--- src/rtl/dmem_arbiter.sv ---
// dmem_arbiter: two-requester round-robin data-memory arbiter with locked bursts and range checking
module dmem_arbiter #(
  parameter int DEPTH    = 4096,
  parameter int MAX_HOLD = 8
) (
  input  logic        clk,
  input  logic        rst,
  input  logic        r0_req,
  input  logic        r0_lock,
  input  logic        r0_we,
  input  logic [31:0] r0_addr,
  input  logic [31:0] r0_wdata,
  output logic        r0_gnt,
  output logic        r0_rvalid,
  output logic [31:0] r0_rdata,
  output logic        r0_err,
  input  logic        r1_req,
  input  logic        r1_lock,
  input  logic        r1_we,
  input  logic [31:0] r1_addr,
  input  logic [31:0] r1_wdata,
  output logic        r1_gnt,
  output logic        r1_rvalid,
  output logic [31:0] r1_rdata,
  output logic        r1_err,
  output logic [31:0] mem_a,
  output logic [31:0] mem_wd,
  output logic        mem_we,
  input  logic [31:0] mem_rd
);
  localparam int HW = $clog2(MAX_HOLD + 1);
  typedef enum logic [1:0] {IDLE, LOCK0, LOCK1} state_t;
  state_t        state_q, state_d;
  logic          ptr_q, ptr_d;
  logic [HW-1:0] hold_q, hold_d;
  logic          rv0_q, rv1_q, err0_q, err1_q;
  logic [31:0]   rd0_q, rd1_q;
  logic          in0, in1, any_gnt, lock_g;
  assign in0 = r0_addr < 32'(DEPTH);
  assign in1 = r1_addr < 32'(DEPTH);
  // A lock owner is served exclusively; otherwise a lone requester wins, and ptr breaks ties.
  assign r0_gnt = !rst && r0_req && (state_q == LOCK0 || (state_q == IDLE && (!r1_req || !ptr_q)));
  assign r1_gnt = !rst && r1_req && (state_q == LOCK1 || (state_q == IDLE && (!r0_req || ptr_q)));
  assign any_gnt = r0_gnt || r1_gnt;
  assign lock_g = r0_gnt ? r0_lock : r1_lock;
  assign mem_a  = r0_gnt ? r0_addr : r1_gnt ? r1_addr : '0;
  assign mem_wd = r0_gnt ? r0_wdata : r1_gnt ? r1_wdata : '0;
  assign mem_we = (r0_gnt && r0_we && in0) || (r1_gnt && r1_we && in1);
  // Responses are masked while reset is high so a beat granted just before reset reports nothing.
  assign r0_rvalid = rv0_q && !rst;
  assign r1_rvalid = rv1_q && !rst;
  assign r0_err    = err0_q && !rst;
  assign r1_err    = err1_q && !rst;
  assign r0_rdata  = rd0_q;
  assign r1_rdata  = rd1_q;
  // Next arbitration state: enter a lock on a locked IDLE grant, leave it on idle, unlock or hold cap.
  always_comb begin
    state_d = state_q;
    ptr_d   = ptr_q;
    hold_d  = hold_q;
    if (state_q == IDLE) begin
      if (any_gnt) begin
        ptr_d = r0_gnt;
        if (lock_g && MAX_HOLD > 1) begin
          state_d = r1_gnt ? LOCK1 : LOCK0;
          hold_d  = HW'(1);
        end
      end
    end else if (!any_gnt) begin
      state_d = IDLE;
      ptr_d   = state_q == LOCK0;
      hold_d  = '0;
    end else begin
      hold_d = hold_q + 1'b1;
      if (!lock_g || hold_d == HW'(MAX_HOLD)) begin
        state_d = IDLE;
        ptr_d   = r0_gnt;
        hold_d  = '0;
      end
    end
  end
  // Arbitration state register.
  always_ff @(posedge clk) begin
    if (rst) begin
      state_q <= IDLE;
      ptr_q   <= 1'b0;
      hold_q  <= '0;
    end else begin
      state_q <= state_d;
      ptr_q   <= ptr_d;
      hold_q  <= hold_d;
    end
  end
  // Per-requester read data, valid and error responses one cycle after the granted beat.
  always_ff @(posedge clk) begin
    if (rst) begin
      rv0_q  <= 1'b0;
      rv1_q  <= 1'b0;
      err0_q <= 1'b0;
      err1_q <= 1'b0;
      rd0_q  <= '0;
      rd1_q  <= '0;
    end else begin
      rv0_q  <= r0_gnt && !r0_we;
      rv1_q  <= r1_gnt && !r1_we;
      err0_q <= r0_gnt && !in0;
      err1_q <= r1_gnt && !in1;
      if (r0_gnt && !r0_we) rd0_q <= in0 ? mem_rd : '0;
      if (r1_gnt && !r1_we) rd1_q <= in1 ? mem_rd : '0;
    end
  end
endmodule

--- config.mk ---
export PLATFORM = sky130hd
export DESIGN_NAME = dmem_arbiter
export DESIGN_NICKNAME = d
export VERILOG_FILES = /design/src/rtl/dmem_arbiter.sv
export SDC_FILE = /design/constraint.sdc
export NUM_CORES = 1
export LEC_CHECK = 0
export CORE_ASPECT_RATIO = 0.5
export CORE_MARGIN = 2
export CORE_UTILIZATION = 33
export CTS_CLUSTER_DIAMETER = 40
export DETAILED_ROUTE_END_ITERATION = 8
export GPL_ROUTABILITY_DRIVEN = 0
export HOLD_SLACK_MARGIN = 0.03
export PLACE_DENSITY = 0.82
export SYNTH_ARGS = -nofsm -noshare
export SYNTH_HDL_FRONTEND = slang
export SYNTH_SLANG_ARGS = --single-unit
--- constraint.sdc ---
create_clock -name clk -period 1.7 [get_ports clk]
set_input_delay 0.255 -clock clk [delete_from_list [all_inputs] [get_ports clk]]
set_output_delay 0.255 -clock clk [all_outputs]
set_load 0.05 [all_outputs]
# Word level (Yosys, flattened, before mapping)
# Index checks and enable logic that the tools add are counted.
# totals
ff_bits,75
latchBits,0
ram_bits,0
romBits,0
input_bits,168
out_inout_bits,135
word_cells,78
n_memories,0
# op_classes
add_sub_neg,1
mul,0
div,0
n_lt_le_gt_ge,2
n_eq_ne,6
shifts,0
n_mux,22
bitwise_logic,0
n_reduce_logical,38
# op_table
op,n
2-to-1 mux 32 bit,6
< comparator 32 x 13 -> 1 bit (second input constant),2
2-to-1 mux 4 bit,5
logical AND 1 bit,18
2-to-1 mux 2 bit,6
logical NOT 1 bit,9
logical OR 1 bit,7
2-to-1 mux 1 bit,5
adder 4 x 1 -> 4 bit (second input constant),1
== test 4 bit (second input constant),1
inequality test 2 bit (second input constant),2
AND reduction 2 bit,2
inequality test 3 x 1 -> 1 bit (second input constant),1
AND reduction 3 bit,1
== test 2 x 1 -> 1 bit (second input constant),1
== test 2 bit (second input constant),1
logical NOT 2 bit,1

# Depth between registers and ports, before layout
# depth
depth_word,11
depth_mapped,9
mapped_depth_nobuf,6

# Worst setup path before layout
# Ideal clock, no wire load.
# synth_path
path_kind,reg-to-output
startpoint,register state_q[0]
endpoint,output mem_wd[24]
t_arrival_ns,1.972
t_required_ns,1.445
slack_ns,-0.527
path_stages_with_launch,6
path_buffers,2
path_cell_list,dfxtp_1 -> nand2b_4 -> o211a_1 -> buf_2 -> clkbuf_1 -> a22o_1
# synth_rtl
element,line_no,source
from (decl),33,"state_t state_q, state_d;"
from (signal assigned),89,state_q <= state_d;
logical NOT 2 bit,42,assign r0_gnt = !rst && r0_req && (state_q == LOCK0 || (state_q == IDLE && (!r1_req || !ptr_q)));
logical AND 1 bit,42,
logical OR 1 bit (*),42,
logical AND 1 bit (*),42,
named net r0_gnt,13,"output logic r0_gnt,"
2-to-1 mux 32 bit (*),47,assign mem_wd = r0_gnt ? r0_wdata : r1_gnt ? r1_wdata : '0;
to (decl),27,"output logic [31:0] mem_wd,"
# The timed path passes the listed nets; every way through them passes the cells marked *.

# Worst setup path in the final report
# layout_path
startpoint,register hold_q[1]
endpoint,register ptr_q
# layout_between
elab_chain_cells,5
# layout_rtl
element,line_no,source
from (decl),35,"logic [HW-1:0] hold_q, hold_d;"
from (signal assigned),91,hold_q <= hold_d;
adder 4 x 1 -> 4 bit,74,hold_d = hold_q + 1'b1;
== test 4 bit,75,if (!lock_g || hold_d == HW'(MAX_HOLD)) begin
logical OR 1 bit,75,
inequality test 3 x 1 -> 1 bit (no line),n/a,
AND reduction 2 bit (no line),n/a,
to (signal assigned),90,ptr_q <= ptr_d;
to (decl),34,"logic ptr_q, ptr_d;"
# No other way between the ends.
# A chain may end at the register's enable or synchronous reset.

==> metrics.cfg <==
[outcome]
status=finished, violations left
violations=DRC, setup timing

[power]
intPower_uw=4458
clkPwrFrac=0.324
power_frac_seq=0.262
switching_power_uw=2390
ir_worst_vdd_mv=0.5209
power.leakage_uw=0.004136
p_comb_frac=0.414
powerDensity_mw_per_mm2=669.5
switching_share=0.3490

[global_route]
grt.total_usage=0.4117
grt_max_degree=39
grt_overflow=0
grt_pass1_vias=6210
grt_pass1_wl_um=37450
antenna_found_initial=5

[sta]
hold_ws_ns=0.4615
setup_tns_ns=-54.66
maxSlewViolCount=0
setup_slack_ns=-0.8211
rsz0062_at_grt=true
period_needed_ns=2.521
timing_hold_violations_final=0
max_freq_mhz=396.7
tightest_slew_ns=1.080
period_share=1.483
fin_worst_skew_ns=0.01583
finalSetupViolations=142
relSlewSlack=0.2803

[drt]
drc_errors=32
vias=7336
wl_per_cell_um=39.81
drtAntennaViolNets=0
routed_wirelength_um=39290
viasPerCell=7.433
drt-pass1-iter-count=9
drtIter0Drc=1325

[floorplanning]
core-area_mm2=0.01088
initial_utilization=0.3343
die_area_mm2=0.01193
fp-row-count=27
dieWidth_um=152.4
die_h_um=78.23
io_pins=303

[clock_network]
clk_pin_slew_ns=0.07
cts-root-buf=clkbuf_16
h-tree-depth=3
cts_buffer_depth=2
clock_latency_ns=0.36
clkSinkCount=75
numCtsBuffers=9
tritoncts=done

[worst_setup_path]
end_kind=flip-flop
cp-start-kind=flip-flop
r2r-start=hold_q[1]
arrival_ns=2.72
crit_fanout=7
rr_worst_depth=6
endpoint=ptr_q
path_class=flip-flop to flip-flop
timing.rr.end=ptr_q
crit_path_start=hold_q[1]
regToRegSetupSlack_ns=-0.82
crit_required_ns=1.90

[logic_synthesis]
synth.distinct_cells=37
ys.flop_type=dfxtp_1
yosysWarnings=0
synthCells=449
async_reset_ff_frac=0
synth_nets=619
synth_area_mm2=0.003636
yosys_register_bits=75
synth-edff-count=0
synth-seq-area-share=0.4129
synth.avg_cell_area_um2=8.098

[finish]
final_nets=998
utilization=0.9402
postLayoutCellArea_mm2=0.01023
area_growth_pct=181.3
n_fill_cell=276
drive_gt1_frac=0.5450

[flow_run]
cap_violations=0

[placement]
io_buffers=302
dpl.hpwl_um=14210
post_dp_cell_area_mm2=0.008114

[hold_path]
hold_path.class=flip-flop to flip-flop

state kept, by name (all words and copies together), names as in the netlist:
| signal | cells |
|---|---|
| err0_q | 1 |
| err1_q | 1 |
| hold_q | 4 |
| ptr_q | 1 |
| r0_rdata | 32 |
| r1_rdata | 32 |
| rv0_q | 1 |
| rv1_q | 1 |
| state_q | 2 |
final cells by class:
| cell class | instances | area, µm² | share of cell area |
|---|---|---|---|
| flip-flops and latches | 75 | 1509 | 0.1475 |
| clock inverters | 7 | 98.84 | 0.009665 |
| diodes | 9 | 22.52 | 0.002202 |
| clock buffers | 9 | 225.2 | 0.02202 |
| well taps | 145 | 181.4 | 0.01774 |
| repair buffers | 411 | 5025 | 0.4913 |
| inverters | 6 | 40.04 | 0.003915 |
| multi-input cells | 325 | 3126 | 0.3056 |
synth_stat cells, drive strengths merged (2+ instances only):
| cell type | count | area share |
|---|---|---|
| nand4b | 2 | 0.0048 |
| buf | 27 | 0.041 |
| clkbuf | 17 | 0.018 |
| a21oi | 70 | 0.096 |
| a22o | 65 | 0.16 |
| nor2 | 7 | 0.0079 |
| nand3 | 71 | 0.098 |
| inv | 5 | 0.0052 |
| and3 | 2 | 0.0034 |
| nor2b | 7 | 0.012 |
| nor4 | 10 | 0.017 |
| ha | 2 | 0.0069 |
| nor3 | 3 | 0.0072 |
| nand2b | 3 | 0.0072 |
| nand2 | 67 | 0.069 |
| dfxtp | 75 | 0.41 |
worst min-delay path by stage:
stage / depth (start not counted) / startpoint / to / slack [ns]
detailed placement: 2 / r1_rdata[25] / r1_rdata[25] / 0.45
CTS: 2 / r0_rdata[2] / r0_rdata[2] / 0.45
finish: 2 / r0_rdata[10] / r0_rdata[10] / 0.46
global placement: 2 / r0_rdata[3] / r0_rdata[3] / 0.44
global route: 2 / r0_rdata[10] / r0_rdata[10] / 0.48
floorplan: 2 / mem_rd[0] / r0_rdata[0] / 0.41
metal layers:
metal  part of all wire  vias to the layer above  routed length, µm  global-route usage
met2               0.38                     1068              14790              0.7068
met3               0.18                      516               7108              0.1320
li1                   -                     2431                  -                   -
met1               0.31                     3319              12240              0.4548
met5             0.0012                        -                 48                   0
met4               0.13                        2               5107              0.2444
placed cells by master (no fill, tap or decap), drive strengths merged, types with 9 or more instances in the layout:
cell and instances:
clkdlybuf4s50 135, dfxtp 75, a22o 65, nand2 67
nand3 71, buf 234, diode 9, clkbuf 19
nor4 10, a21oi 70, dlymetal6s2s 9, dlygate4sd2 20
logic make-up (layout without fill, tap and decap cells):
family	count (synthesis)	after routing	share of synthesized area
AND/OR/NAND/NOR	176	176	0.2350
other	0	9	0
flip-flops	75	75	0.4129
adder cells (fa/ha/maj)	2	2	0.006881
AO/OA/AOI/OAI	145	146	0.2774
XOR/XNOR	1	1	0.002409
buffers and inverters	50	433	0.06538
timing repair:
action                     CTS  global route
gates resized for setup    106           155
cloned                       9            12
buffers inserted            13            18
hold buffers                 0             0
pin swaps                   30            75
setup endpoints to repair  135           138
power groups by stage:
stage | Clock (µW) | Sequential, µW | Combinational [µW]
finish | 2220 | 1790 | 2840
global placement | 0 | 1820 | 2110
CTS | 2070 | 1780 | 2360
global route | 2250 | 1790 | 2830
detailed placement | 0 | 1820 | 2140
floorplan | 0 | 1820 | 892
worst max-delay path, stage by stage, from the launching register on:
cell,delay (ns)
dfxtp_1,0.55
ha_2,0.40
nor4bb_2,0.11
a41oi_1,0.35
buf_4,0.27
o311a_1,0.52
o32ai_2,0.17
metrics by stage:
step,setup WS (ns),total power [µW],cells
2_1_floorplan,-0.09293,2711,449
3_3_place_gp,-0.4626,3933,916
3_5_place_dp,-0.5616,3960,916
4_1_cts,-0.3105,6216,952
5_1_grt,-0.8255,6868,985
6_report,-0.8211,6848,987
Power figures use the tool's default switching activity.
